==> src/rtl/nn_quant_pkg.sv <==
// Shared neuron-layer definitions: accumulator defaults, sequencer states and
// the requantize/ReLU/saturate step used by every node flavour.
package nn_quant_pkg;

    localparam int DEF_ACC_W      = 23;
    localparam int DEF_FRAC_SHIFT = 6;

    typedef enum logic [1:0] {S_IDLE, S_BIAS, S_MAC, S_QUANT} seq_state_e;

    // acc must arrive sign-extended to 64 bits; fs >= 1.
    // Round half up on bit fs-1, clamp negatives to 0 and large values to 127.
    function automatic logic [7:0] quantize(input logic [63:0] acc, input int fs);
        logic [63:0] half;
        logic [63:0] sh;
        logic [7:0]  r;
        half = acc >> (fs - 1);
        sh   = half >> 1;
        r    = {1'b0, sh[6:0]} + {7'b0, half[0]};
        if (acc[63])
            quantize = 8'd0;
        else if (sh[63:7] != '0 || r[7])
            quantize = 8'd127;
        else
            quantize = r;
    endfunction

endpackage

==> src/rtl/mac_unit.sv <==
// Registered signed 8x8 multiply-accumulate; load_bias seeds the accumulator
// with the bias plus the first product, accumulate adds subsequent products.
module mac_unit
    import nn_quant_pkg::*;
#(
    parameter int ACC_W = DEF_ACC_W
) (
    input  logic                    clk,
    input  logic                    reset,
    input  logic                    load_bias,
    input  logic                    accumulate,
    input  logic signed [7:0]       a,
    input  logic signed [7:0]       w,
    input  logic signed [15:0]      bias,
    output logic signed [ACC_W-1:0] acc
);

    logic signed [15:0]      prod;
    logic signed [ACC_W-1:0] prod_x;
    logic signed [ACC_W-1:0] bias_x;

    assign prod   = 16'(a) * 16'(w);
    assign prod_x = {{(ACC_W-16){prod[15]}}, prod};
    assign bias_x = {{(ACC_W-16){bias[15]}}, bias};

    always_ff @(posedge clk) begin
        if (reset)
            acc <= '0;
        else if (load_bias)
            acc <= bias_x + prod_x;
        else if (accumulate)
            acc <= acc + prod_x;
    end

endmodule

==> src/rtl/layer_seq_ctrl.sv <==
// Time-multiplexed layer sequencer: walks N_OUT neurons through one shared MAC,
// fetching bias/weights/activations from 1-cycle-latency memories.
module layer_seq_ctrl
    import nn_quant_pkg::*;
#(
    parameter int N_IN       = 15,
    parameter int N_OUT      = 32,
    parameter int ACC_W      = DEF_ACC_W,
    parameter int FRAC_SHIFT = DEF_FRAC_SHIFT
) (
    input  logic                            clk,
    input  logic                            reset,
    input  logic                            start,
    output logic                            busy,
    output logic [$clog2(N_IN)-1:0]         act_addr,
    input  logic signed [7:0]               act_data,
    output logic [$clog2(N_IN*N_OUT)-1:0]   w_addr,
    input  logic signed [7:0]               w_data,
    output logic [$clog2(N_OUT)-1:0]        b_addr,
    input  logic signed [15:0]              b_data,
    output logic                            out_valid,
    output logic [$clog2(N_OUT)-1:0]        out_idx,
    output logic [7:0]                      out_data,
    output logic                            done
);

    localparam int AW = $clog2(N_IN);
    localparam int WW = $clog2(N_IN*N_OUT);
    localparam int BW = $clog2(N_OUT);
    localparam logic [AW-1:0] K_LAST = AW'(N_IN - 1);
    localparam logic [AW-1:0] K_PEN  = AW'(N_IN - 2);
    localparam logic [BW-1:0] N_LAST = BW'(N_OUT - 1);

    seq_state_e              state;
    logic [BW-1:0]           n;
    logic [AW-1:0]           k;
    logic signed [ACC_W-1:0] acc;
    logic [63:0]             acc_x;
    logic                    load_bias;
    logic                    accumulate;

    assign b_addr     = n;
    assign load_bias  = (state == S_MAC) && (k == '0);
    assign accumulate = (state == S_MAC) && (k != '0);
    assign acc_x      = {{(64-ACC_W){acc[ACC_W-1]}}, acc};

    mac_unit #(.ACC_W(ACC_W)) u_mac (
        .clk        (clk),
        .reset      (reset),
        .load_bias  (load_bias),
        .accumulate (accumulate),
        .a          (act_data),
        .w          (w_data),
        .bias       (b_data),
        .acc        (acc)
    );

    // w_addr runs contiguously across neurons, so the base n*N_IN never needs a multiply.
    always_ff @(posedge clk) begin
        if (reset) begin
            state     <= S_IDLE;
            n         <= '0;
            k         <= '0;
            act_addr  <= '0;
            w_addr    <= '0;
            busy      <= 1'b0;
            out_valid <= 1'b0;
            done      <= 1'b0;
            out_idx   <= '0;
            out_data  <= '0;
        end else begin
            out_valid <= 1'b0;
            done      <= 1'b0;
            case (state)
                S_IDLE: begin
                    busy <= start;
                    if (start) begin
                        state    <= S_BIAS;
                        n        <= '0;
                        act_addr <= '0;
                        w_addr   <= '0;
                    end
                end
                S_BIAS: begin
                    state    <= S_MAC;
                    k        <= '0;
                    act_addr <= AW'(1);
                    w_addr   <= w_addr + WW'(1);
                end
                S_MAC: begin
                    if (k == K_LAST) begin
                        state <= S_QUANT;
                    end else begin
                        k <= k + AW'(1);
                        // addresses lead k by one; stop once the last operand is issued
                        if (k != K_PEN) begin
                            act_addr <= act_addr + AW'(1);
                            w_addr   <= w_addr + WW'(1);
                        end
                    end
                end
                S_QUANT: begin
                    out_data  <= quantize(acc_x, FRAC_SHIFT);
                    out_idx   <= n;
                    out_valid <= 1'b1;
                    if (n == N_LAST) begin
                        done  <= 1'b1;
                        state <= S_IDLE;
                    end else begin
                        n        <= n + BW'(1);
                        act_addr <= '0;
                        w_addr   <= w_addr + WW'(1);
                        state    <= S_BIAS;
                    end
                end
                default: state <= S_IDLE;
            endcase
        end
    end

endmodule

==> config.mk <==
export PLATFORM = sky130hd
export DESIGN_NAME = layer_seq_ctrl
export DESIGN_NICKNAME = d
export VERILOG_FILES = /design/src/rtl/nn_quant_pkg.sv /design/src/rtl/mac_unit.sv /design/src/rtl/layer_seq_ctrl.sv
export SDC_FILE = /design/constraint.sdc
export NUM_CORES = 1
export LEC_CHECK = 0
export CORE_UTILIZATION = 54
export CTS_CLUSTER_SIZE = 20
export DETAILED_ROUTE_END_ITERATION = 6
export PLACE_DENSITY = 0.76
export SLEW_MARGIN = 0
export SYNTH_ARGS = -nofsm -noshare
export SYNTH_HDL_FRONTEND = slang
export SYNTH_SLANG_ARGS = --single-unit
==> constraint.sdc <==
create_clock -name clk -period 10.9 [get_ports clk]
set_input_delay 2.18 -clock clk [delete_from_list [all_inputs] [get_ports clk]]
set_output_delay 2.18 -clock clk [all_outputs]
set_load 0.05 [all_outputs]
==> impl_results.md <==
* Hold crit path type: reg2reg
* CTS root buf: clkbuf_16
* Antenna diodes at 0
* Worst-path fanout max at 10
* Input/output buffers at ~70
* Top cells by area in the synthesized netlist: dfxtp_1 (18%), fa_1 (16%), ha_1 (15%)
* Met2 usage at 41.1%
* Syn_area_per_cell at ~8.3 µm²
* Synth Area in Adders at a little under a third
* CTS Hold Bufs at 0
* Top Ports at between 60 and 70
* H-Tree Depth at 3
* Sink Count at 63
* Clock Skew at ~0.0053 ns
* Final setup viols at 0
* Final Critical Period at about 8.5 ns
* Main flop type after synthesis: dfxtp_1
* Chip Height at 116 µm
* All-Layer GR Usage at approximately 23%
* Post-Synthesis Cells at ~850
* Iteration-0 DRC Markers at between 300 and 400
* Seq/Total Area, Yosys at 17.8%
* Starting density of the core at a little under three fifths
* Reg2Reg Depth at 11
* Worst EP arrival at around 8.7 ns
* Post-synthesis mux area share at 2.28%
* Clock Latency Late Sink at ~0.33 ns
* Initial antenna violation count at 0
* Fmax at between 100 and 150 MHz
* Simple-gate portion of the synthesized area at 18.6%
* CP endpoint kind: flop
* Post-Synth XOR/XNOR Area at 7.06%
* Core area at roughly 0.013 mm²
* Tcrit/Tclk final at between 70% and 80%
* Total Wirelength at approximately 15000 µm
* CTS Buf Count at 9
* Largest family of logic cells by synthesized area: adder cells
* Vias at approximately 5900
* Final Hold Viols at 0
* Met3 Use GR at between 3 and 4%
* DR pass1 iterations at 6
* Post-synth top area cell: dfxtp_1
* Largest net degree at the start of global routing at 57
* Placer congestion estimate at ~0.88
* Status: complete, no violations
* Post-synth cell types at 60
* DRC at 0
* Synthesis Warnings at 0
* Synth Area in Compound Gates at 16.7%
* Worst hold path stage count at 1
* Top cells by count, synth: inv_1 (102), ha_1 (83), nor2_1 (81)
* Final net count at 1081
* Asr flop ratio synth at 0%
* Cell Area, Synth at 0.00707 mm²
* Layout area overhead at 16.3%
* Worst-path clk slew at around 0.06 ns
* Area fraction of the dominant cell type after synthesis at between 10% and 20%
* Fillers at between 1000 and 1500
* Routed wire per std cell at about 13 µm
* DP Wirelength at 11700 µm
* First-pass GRT wire length at ~25000 µm
* WP data required at roughly 11 ns
* Count leader, synth: inv_1
* Vias per inst at between 5 and 6
* Longest Clk Path Bufs at 2
* Post-route ant nets at 0
* Number of global-route vias before repair at ~5600
* Die ar. at between 0.01 and 0.015 mm²
* Slew Limit Fails at 0
* Crit start category: primary input
* Remaining global-route overflow at 0
* Mapped Nets at 1022
* Post-cts sizing count at 0
* Total negative slack at 0 ns
* Postcts setup bufs at 0
* Row count at 41
* WS Path Type: in2reg
* Synth Register Bits at 63
* Unrepaired setup endpoints after global routing: false
* Post-synth EDFFs at 0
* CTS tree: built
* Layout cells sized above 1 at 4.28%
* Rel. slew slack at roughly a third
* Top Usage Layer GRT: met2
* Met1 GRT Util at between 20% and 30%
* Worst slew pin tran at roughly 1 ns
* DIE WIDTH at roughly 120 µm
* Max cap viols at 0
## flip-flops by register name, summed over array words and instances (netlist names)
| register | flops |
|---|---|
| busy | 1 |
| out_data | 8 |
| done | 1 |
| k | 4 |
| out_valid | 1 |
| state | 2 |
| act_addr | 4 |
| w_addr | 9 |
| b_addr | 5 |
| out_idx | 5 |
| u_mac.acc | 23 |
## worst paths after layout
| kind | start | end | slack [ns] |
|---|---|---|---|
| hold / removal | out_data[7]$_SDFFE_PP0P_ | out_data[7]$_SDFFE_PP0P_ | 0.47 |
| setup reg to reg | u_mac.acc[0]$_SDFFE_PP0P_ | u_mac.acc[16]$_SDFFE_PP0P_ | 7.98 |
| hold reg to reg | out_data[7]$_SDFFE_PP0P_ | out_data[7]$_SDFFE_PP0P_ | 0.47 |
| setup / recovery | w_data[3] | u_mac.acc[20]$_SDFFE_PP0P_ | 2.41 |
## cells by family (layout without fill, tap and decap cells)
logic type	after synthesis	after routing
AOI/OAI and AO/OA	176	176
and+or+nand+nor	269	269
DFF	63	63
buffers and inverters	126	190
muxes	16	16
adders and majority gates	140	140
xor gates and xnor gates	57	57
## cell type report
cell class | instances | area, µm² | area share [%]
Clock buffer | 9 | 225 | 2.74
Clock inverter | 7 | 97.6 | 1.19
Inverter | 103 | 387 | 4.70
Multi-Input combinational cell | 658 | 5340 | 64.9
Sequential cell | 63 | 1260 | 15.3
Tap cell | 172 | 215 | 2.62
Timing Repair Buffer | 71 | 698 | 8.49
## per-stage QoR
step | setup WS, ns | cell area, µm² | hold slack, ns | std cells | utilization, %
global placement | 2.20 | 7900 | 0.464 | 1067 | 62.3
detailed placement | 2.04 | 7900 | 0.468 | 1067 | 62.3
global route | 1.94 | 8220 | 0.499 | 1083 | 64.9
CTS | 2.41 | 8220 | 0.475 | 1083 | 64.9
finish | 2.41 | 8220 | 0.471 | 1083 | 64.9
floorplan | 3.22 | 7070 | 0.465 | 847 | -
## worst max-delay path, cell delays in order
cell	delay (ns)
clkdlybuf4s50_1	0.53
and2_1	0.27
fa_1	0.61
inv_1	0.15
fa_1	0.55
inv_1	0.05
fa_1	0.52
inv_1	0.05
fa_1	0.52
inv_1	0.04
ha_1	0.33
and3_1	0.20
a31oi_1	0.21
a21oi_1	0.11
xnor2_1	0.74
ha_1	0.44
o21a_1	0.21
o21ai_0	0.20
nor2_1	0.06
o21ai_0	0.12
nand2_1	0.10
or3_1	0.31
nand3_1	0.08
a211oi_1	0.08
## metal layers
layer | vias to the layer above | part of all wire, %
met5 | - | 0
li1 | 2986 | -
met1 | 2742 | 46
met2 | 110 | 49
met3 | 21 | 3.5
met4 | 0 | 1.6
## placed cells by master (no fill, tap or decap), types with 11 or more instances in the layout
cell type and count:
mux2i_1 15, a211oi_1 18, a21oi_1 56, xnor2_1 40, nor2b_1 11, and3_1 11
a21o_1 14, o21ai_0 25, clkdlybuf4s50_1 67, ha_1 83, xor2_1 17, and2_1 48
nand3_1 23, fa_1 57, dfxtp_1 63, nor3_1 14, nor2_1 81, inv_1 102
nand2_1 55
Power is not shown: default switching activity piles up to over one toggle a cycle in this logic, so the estimate is an artifact.
==> edit 1 (config.mk and constraints unchanged) <==
Reset style: asynchronous (`reset`), changed in 2 clocked blocks.
--- a/src/rtl/mac_unit.sv
+++ b/src/rtl/mac_unit.sv
@@ -25,3 +25,3 @@
 
-    always_ff @(posedge clk) begin
+    always_ff @(posedge clk or posedge reset) begin
         if (reset)
--- a/src/rtl/layer_seq_ctrl.sv
+++ b/src/rtl/layer_seq_ctrl.sv
@@ -58,3 +58,3 @@
     // w_addr runs contiguously across neurons, so the base n*N_IN never needs a multiply.
-    always_ff @(posedge clk) begin
+    always_ff @(posedge clk or posedge reset) begin
         if (reset) begin
Check against the original RTL: differs if reset is asserted again (counterexample within 4 cycles, from zero or initial values and one cycle with reset high); with reset held inactive, the same outputs for 10 cycles.
==> edit 1 against the unedited design <==
Global-route usage rose by 0.13 points. Core utilization decreased by 0.66 points. Worst setup slack got worse by 0.24 ns. Routed wire length up 5.3%. Synthesized cell count up 0.94%. Final area increased by 4.7%. Cell count up 1.6%. Area after synthesis increased by 6.0%. Sequential cell count unchanged.
Power is not shown: default switching activity piles up to over one toggle a cycle in this logic, so the estimate is an artifact.
==> edit 1: results (changes against the unedited design) <==
Detailed routing
The number of iterations in the first detailed-routing pass is 5 (was 6). The routed length per placed instance is 13.9 um (was 13.4 um). The violation count after the first detailed-routing iteration is 269 (was 301). The routed via count is 6124 (was 5859).

Min path
The startpoint of the worst hold path is w_addr[8] (was out_data[7]). The worst min-delay path endpoint was w_addr[8] (was out_data[7]).

Worst setup path
The worst reg-to-reg setup slack is 8.01 ns (was 7.98 ns). The launch instance of the worst register-to-register path was state[0] (was u_mac.acc[0]). The worst setup path startpoint is w_data[7] (was w_data[3]). The highest-delay cell along the critical path is sky130_fd_sc_hd__a22oi_1 (was sky130_fd_sc_hd__xnor2_1). The worst reg2reg path endpoint is u_mac.acc[22] (was u_mac.acc[16]). The peak fanout along the critical path was 11 (was 10). The worst path arrival time is 8.98 ns (was 8.66 ns).

Global route
The total track usage is 0.230 (was 0.229). The via count of the first global-routing pass is 5826 (was 5649). The largest net degree at the start of global routing came to 44 (was 57).

Synthesis
The post-synthesis net count is 1030 (was 1022). The fraction of registers with async set or reset after synthesis was 1.00 (was 0). Leading post-synthesis cells by cell area: sky130_fd_sc_hd__dfrtp_1 (21%), sky130_fd_sc_hd__fa_1 (15%), sky130_fd_sc_hd__ha_1 (14%) (was sky130_fd_sc_hd__dfxtp_1 (18%), sky130_fd_sc_hd__fa_1 (16%), sky130_fd_sc_hd__ha_1 (15%)). Top cells by count, synth: sky130_fd_sc_hd__inv_1 (114), sky130_fd_sc_hd__ha_1 (83), sky130_fd_sc_hd__dfrtp_1 (63), sky130_fd_sc_hd__nand2_1 (63), sky130_fd_sc_hd__nor2_1 (62) (was sky130_fd_sc_hd__inv_1 (102), sky130_fd_sc_hd__ha_1 (83), sky130_fd_sc_hd__nor2_1 (81)). The post-synthesis cell type count was 76 (was 60).

The gate count after technology mapping was 855 (was 847).

Place
The final weighted congestion in routability-driven placement is 0.856 (was 0.877). The worst slack after detailed placement came to 1.92 ns (was 2.04 ns). The final HPWL from detailed placement is 12100 um (was 11700 um).

Outcome
Run status: completed (unchanged).

STA
The smallest hold slack is 0.483 ns (was 0.471 ns). The final clock period utilization by the worst path is 0.801 (was 0.778). The worst setup skew after layout is 0.00787 ns (was 0.00528 ns).

Finish
The fraction of final layout cells sized beyond drive strength 1 is 0.0628 (was 0.0428). The layout filler cell count is 1102 (was 1101). The post-layout utilization of the core was 0.642 (was 0.649).
[edit 1: changes by cell type in the layout (fill, tap and decap cells not counted), moves of 6 or more]
cell | unedited run | this run
sky130_fd_sc_hd__inv_1 | 102 | 113
sky130_fd_sc_hd__a311oi_1 | 6 | 0
sky130_fd_sc_hd__o21ai_0 | 25 | 44
sky130_fd_sc_hd__xnor2_1 | 40 | 28
sky130_fd_sc_hd__nand2_1 | 55 | 63
sky130_fd_sc_hd__dfxtp_1 | 63 | 0
sky130_fd_sc_hd__a31oi_1 | 6 | 12
sky130_fd_sc_hd__o21bai_1 | 10 | 3
sky130_fd_sc_hd__dfrtp_1 | 0 | 63
sky130_fd_sc_hd__a211oi_1 | 18 | 5
sky130_fd_sc_hd__mux2i_1 | 15 | 4
sky130_fd_sc_hd__mux2_2 | 1 | 14
sky130_fd_sc_hd__nor2_1 | 81 | 62
[edit 1: final cells by class]
class | instances | area share
flip-flops and latches | 63 | 0.183
clock buffers | 9 | 0.0262
inverters | 115 | 0.0501
repair buffers | 72 | 0.0826
clock inverters | 7 | 0.00567
well taps | 176 | 0.0256
multi-input cells | 658 | 0.627
[edit 1: cells by family (layout without fill, tap and decap cells)]
kind of cell,after synthesis,after routing,synth area share
multiplexers,18,18,0.0264
AO/OA/AOI/OAI,198,198,0.175
adder cells (fa/ha/maj),140,140,0.291
XOR/XNOR,47,47,0.0549
AND/OR/NAND/NOR,255,255,0.173
flip-flops,63,63,0.210
buffers and inverters,134,203,0.0695
[edit 1: metal layers]
metal	wire, um	global-route usage	part of all wire	up-vias
met1	7410	0.333	0.48	2916
met4	125	0.0352	0.0082	0
met5	0	0	0	-
met2	7080	0.366	0.46	142
li1	-	-	-	3055
met3	708	0.0428	0.046	11
==> edit 2 (same flow settings) <==
Made on the original files. The package constant `DEF_ACC_W` goes from 23 to 46.
--- a/src/rtl/nn_quant_pkg.sv
+++ b/src/rtl/nn_quant_pkg.sv
@@ -4,3 +4,3 @@
 
-    localparam int DEF_ACC_W      = 23;
+    localparam int DEF_ACC_W      = 46;
     localparam int DEF_FRAC_SHIFT = 6;
Behaviour: same outputs for any inputs over 10 cycles, from zero or initial values and one cycle with reset high; that may be too few to reach the edited logic, so the function may still have changed.
==> edit 2 against the unedited design <==
Final area grew 29%. Area after synthesis increased by 33%. Routed wire length is 57% higher. Die area up 33%. Maximum frequency down 10%. Critical path type unchanged. Sequential cell count rose by 23. Worst setup slack lost 0.99 ns.
Power is not shown: default switching activity piles up to over one toggle a cycle in this logic, so the estimate is an artifact.
==> edit 2: results (changes against the unedited design) <==
Outcome
Run status: completed (unchanged).

Synthesis
The sequential element share of the synthesized area was 0.183 (was 0.178). The average instance area after synthesis is 8.01 um2 (was 8.34 um2). The number of synthesized register bits is 86 (was 63). Top cells by count, synth: sky130_fd_sc_hd__inv_1 (112), sky130_fd_sc_hd__ha_1 (107), sky130_fd_sc_hd__nor2_1 (106) (was sky130_fd_sc_hd__inv_1 (102), sky130_fd_sc_hd__ha_1 (83), sky130_fd_sc_hd__nor2_1 (81)). Leading post-synthesis cells by cell area: sky130_fd_sc_hd__dfxtp_1 (18%), sky130_fd_sc_hd__ha_1 (14%), sky130_fd_sc_hd__fa_1 (12%) (was sky130_fd_sc_hd__dfxtp_1 (18%), sky130_fd_sc_hd__fa_1 (16%), sky130_fd_sc_hd__ha_1 (15%)).

Worst setup path
The delay contributed by the slowest stage of the critical path came to 0.72 ns (was 0.74 ns). The worst reg-to-reg setup slack is 7.06 ns (was 7.98 ns). The highest-delay cell along the critical path is sky130_fd_sc_hd__xnor2_2 (was sky130_fd_sc_hd__xnor2_1).

Place
The final weighted congestion in routability-driven placement was 0.950 (was 0.877). The cell area after placement is 10300 um2 (was 7900 um2).

Finish
The number of inverters outside the clock class in the layout was 113 (was 103). The area occupied by multi-input gates came to 7150 um2 (was 5340 um2). The fraction of standard cell area that is sequential is 0.163 (was 0.153).

The total number of multi-input combinational cells is 941 (was 658). The multi-input logic portion of the cell area was 0.675 (was 0.649). The layout filler cell count came to 1496 (was 1101). The proportion of final cell area spent on non-clock buffers is 0.0688 (was 0.0849). The clock network area share was 0.0272 (was 0.0393). Largest registers: u_mac.acc x46, w_addr x9, out_data x8 (was u_mac.acc x23, w_addr x9, out_data x8). The layout buffer count excluding clock buffers is 75 (was 71).

Global route
The global-route wire length before repair was 38300 um (was 24700 um). The via count of the first global-routing pass came to 7908 (was 5649). The largest net degree at the start of global routing is 63 (was 57).

Detailed routing
The number of iterations in the first detailed-routing pass was 5 (was 6). The total routed wirelength is 22900 um (was 14500 um).

STA
The worst setup skew after layout is 0.00963 ns (was 0.00528 ns). The worst max-slew margin expressed relative to the limit is 0.423 (was 0.331). The final critical delay including setup and external delays is 9.48 ns (was 8.49 ns).
edit 2: cell count changes in the layout (fill, tap and decap cells not counted), moves of 11 or more:
| cell | unedited run | this run |
|---|---|---|
| sky130_fd_sc_hd__nand4_1 | 3 | 18 |
| sky130_fd_sc_hd__nor3_1 | 14 | 39 |
| sky130_fd_sc_hd__a21oi_1 | 56 | 99 |
| sky130_fd_sc_hd__xor2_1 | 17 | 28 |
| sky130_fd_sc_hd__a21o_1 | 14 | 27 |
| sky130_fd_sc_hd__ha_1 | 83 | 106 |
| sky130_fd_sc_hd__o21ai_0 | 25 | 58 |
| sky130_fd_sc_hd__nand2b_1 | 4 | 16 |
| sky130_fd_sc_hd__nor2_1 | 81 | 106 |
| sky130_fd_sc_hd__dfxtp_1 | 63 | 86 |
| sky130_fd_sc_hd__nand2_1 | 55 | 90 |
edit 2: path summary, 6_finish.rpt:
kind	start	end	cells after the start
max	w_data[3]	u_mac.acc[43]	26
min	out_data[7]	out_data[7]	1
max reg2reg	state[0]	u_mac.acc[45]	11
min reg2reg	out_data[7]	out_data[7]	1
edit 2: logic make-up after synthesis:
family          Yosys count  synth area share
compound gates          311             0.217
xor+xnor                 76            0.0706
fa+ha+maj               164             0.263
buf+inv                 150            0.0598
flops                    86             0.183
mux                       9           0.00955
simple gates            381             0.197
edit 2: per-layer routing:
| metal | vias to the layer above | global-route usage | wire length (um) |
|---|---|---|---|
| li1 | 4228 | - | - |
| met1 | 4002 | 0.376 | 11100 |
| met2 | 250 | 0.411 | 10200 |
| met3 | 28 | 0.0268 | 1230 |
| met4 | 0 | 0.0737 | 385 |
| met5 | - | 0 | 0 |
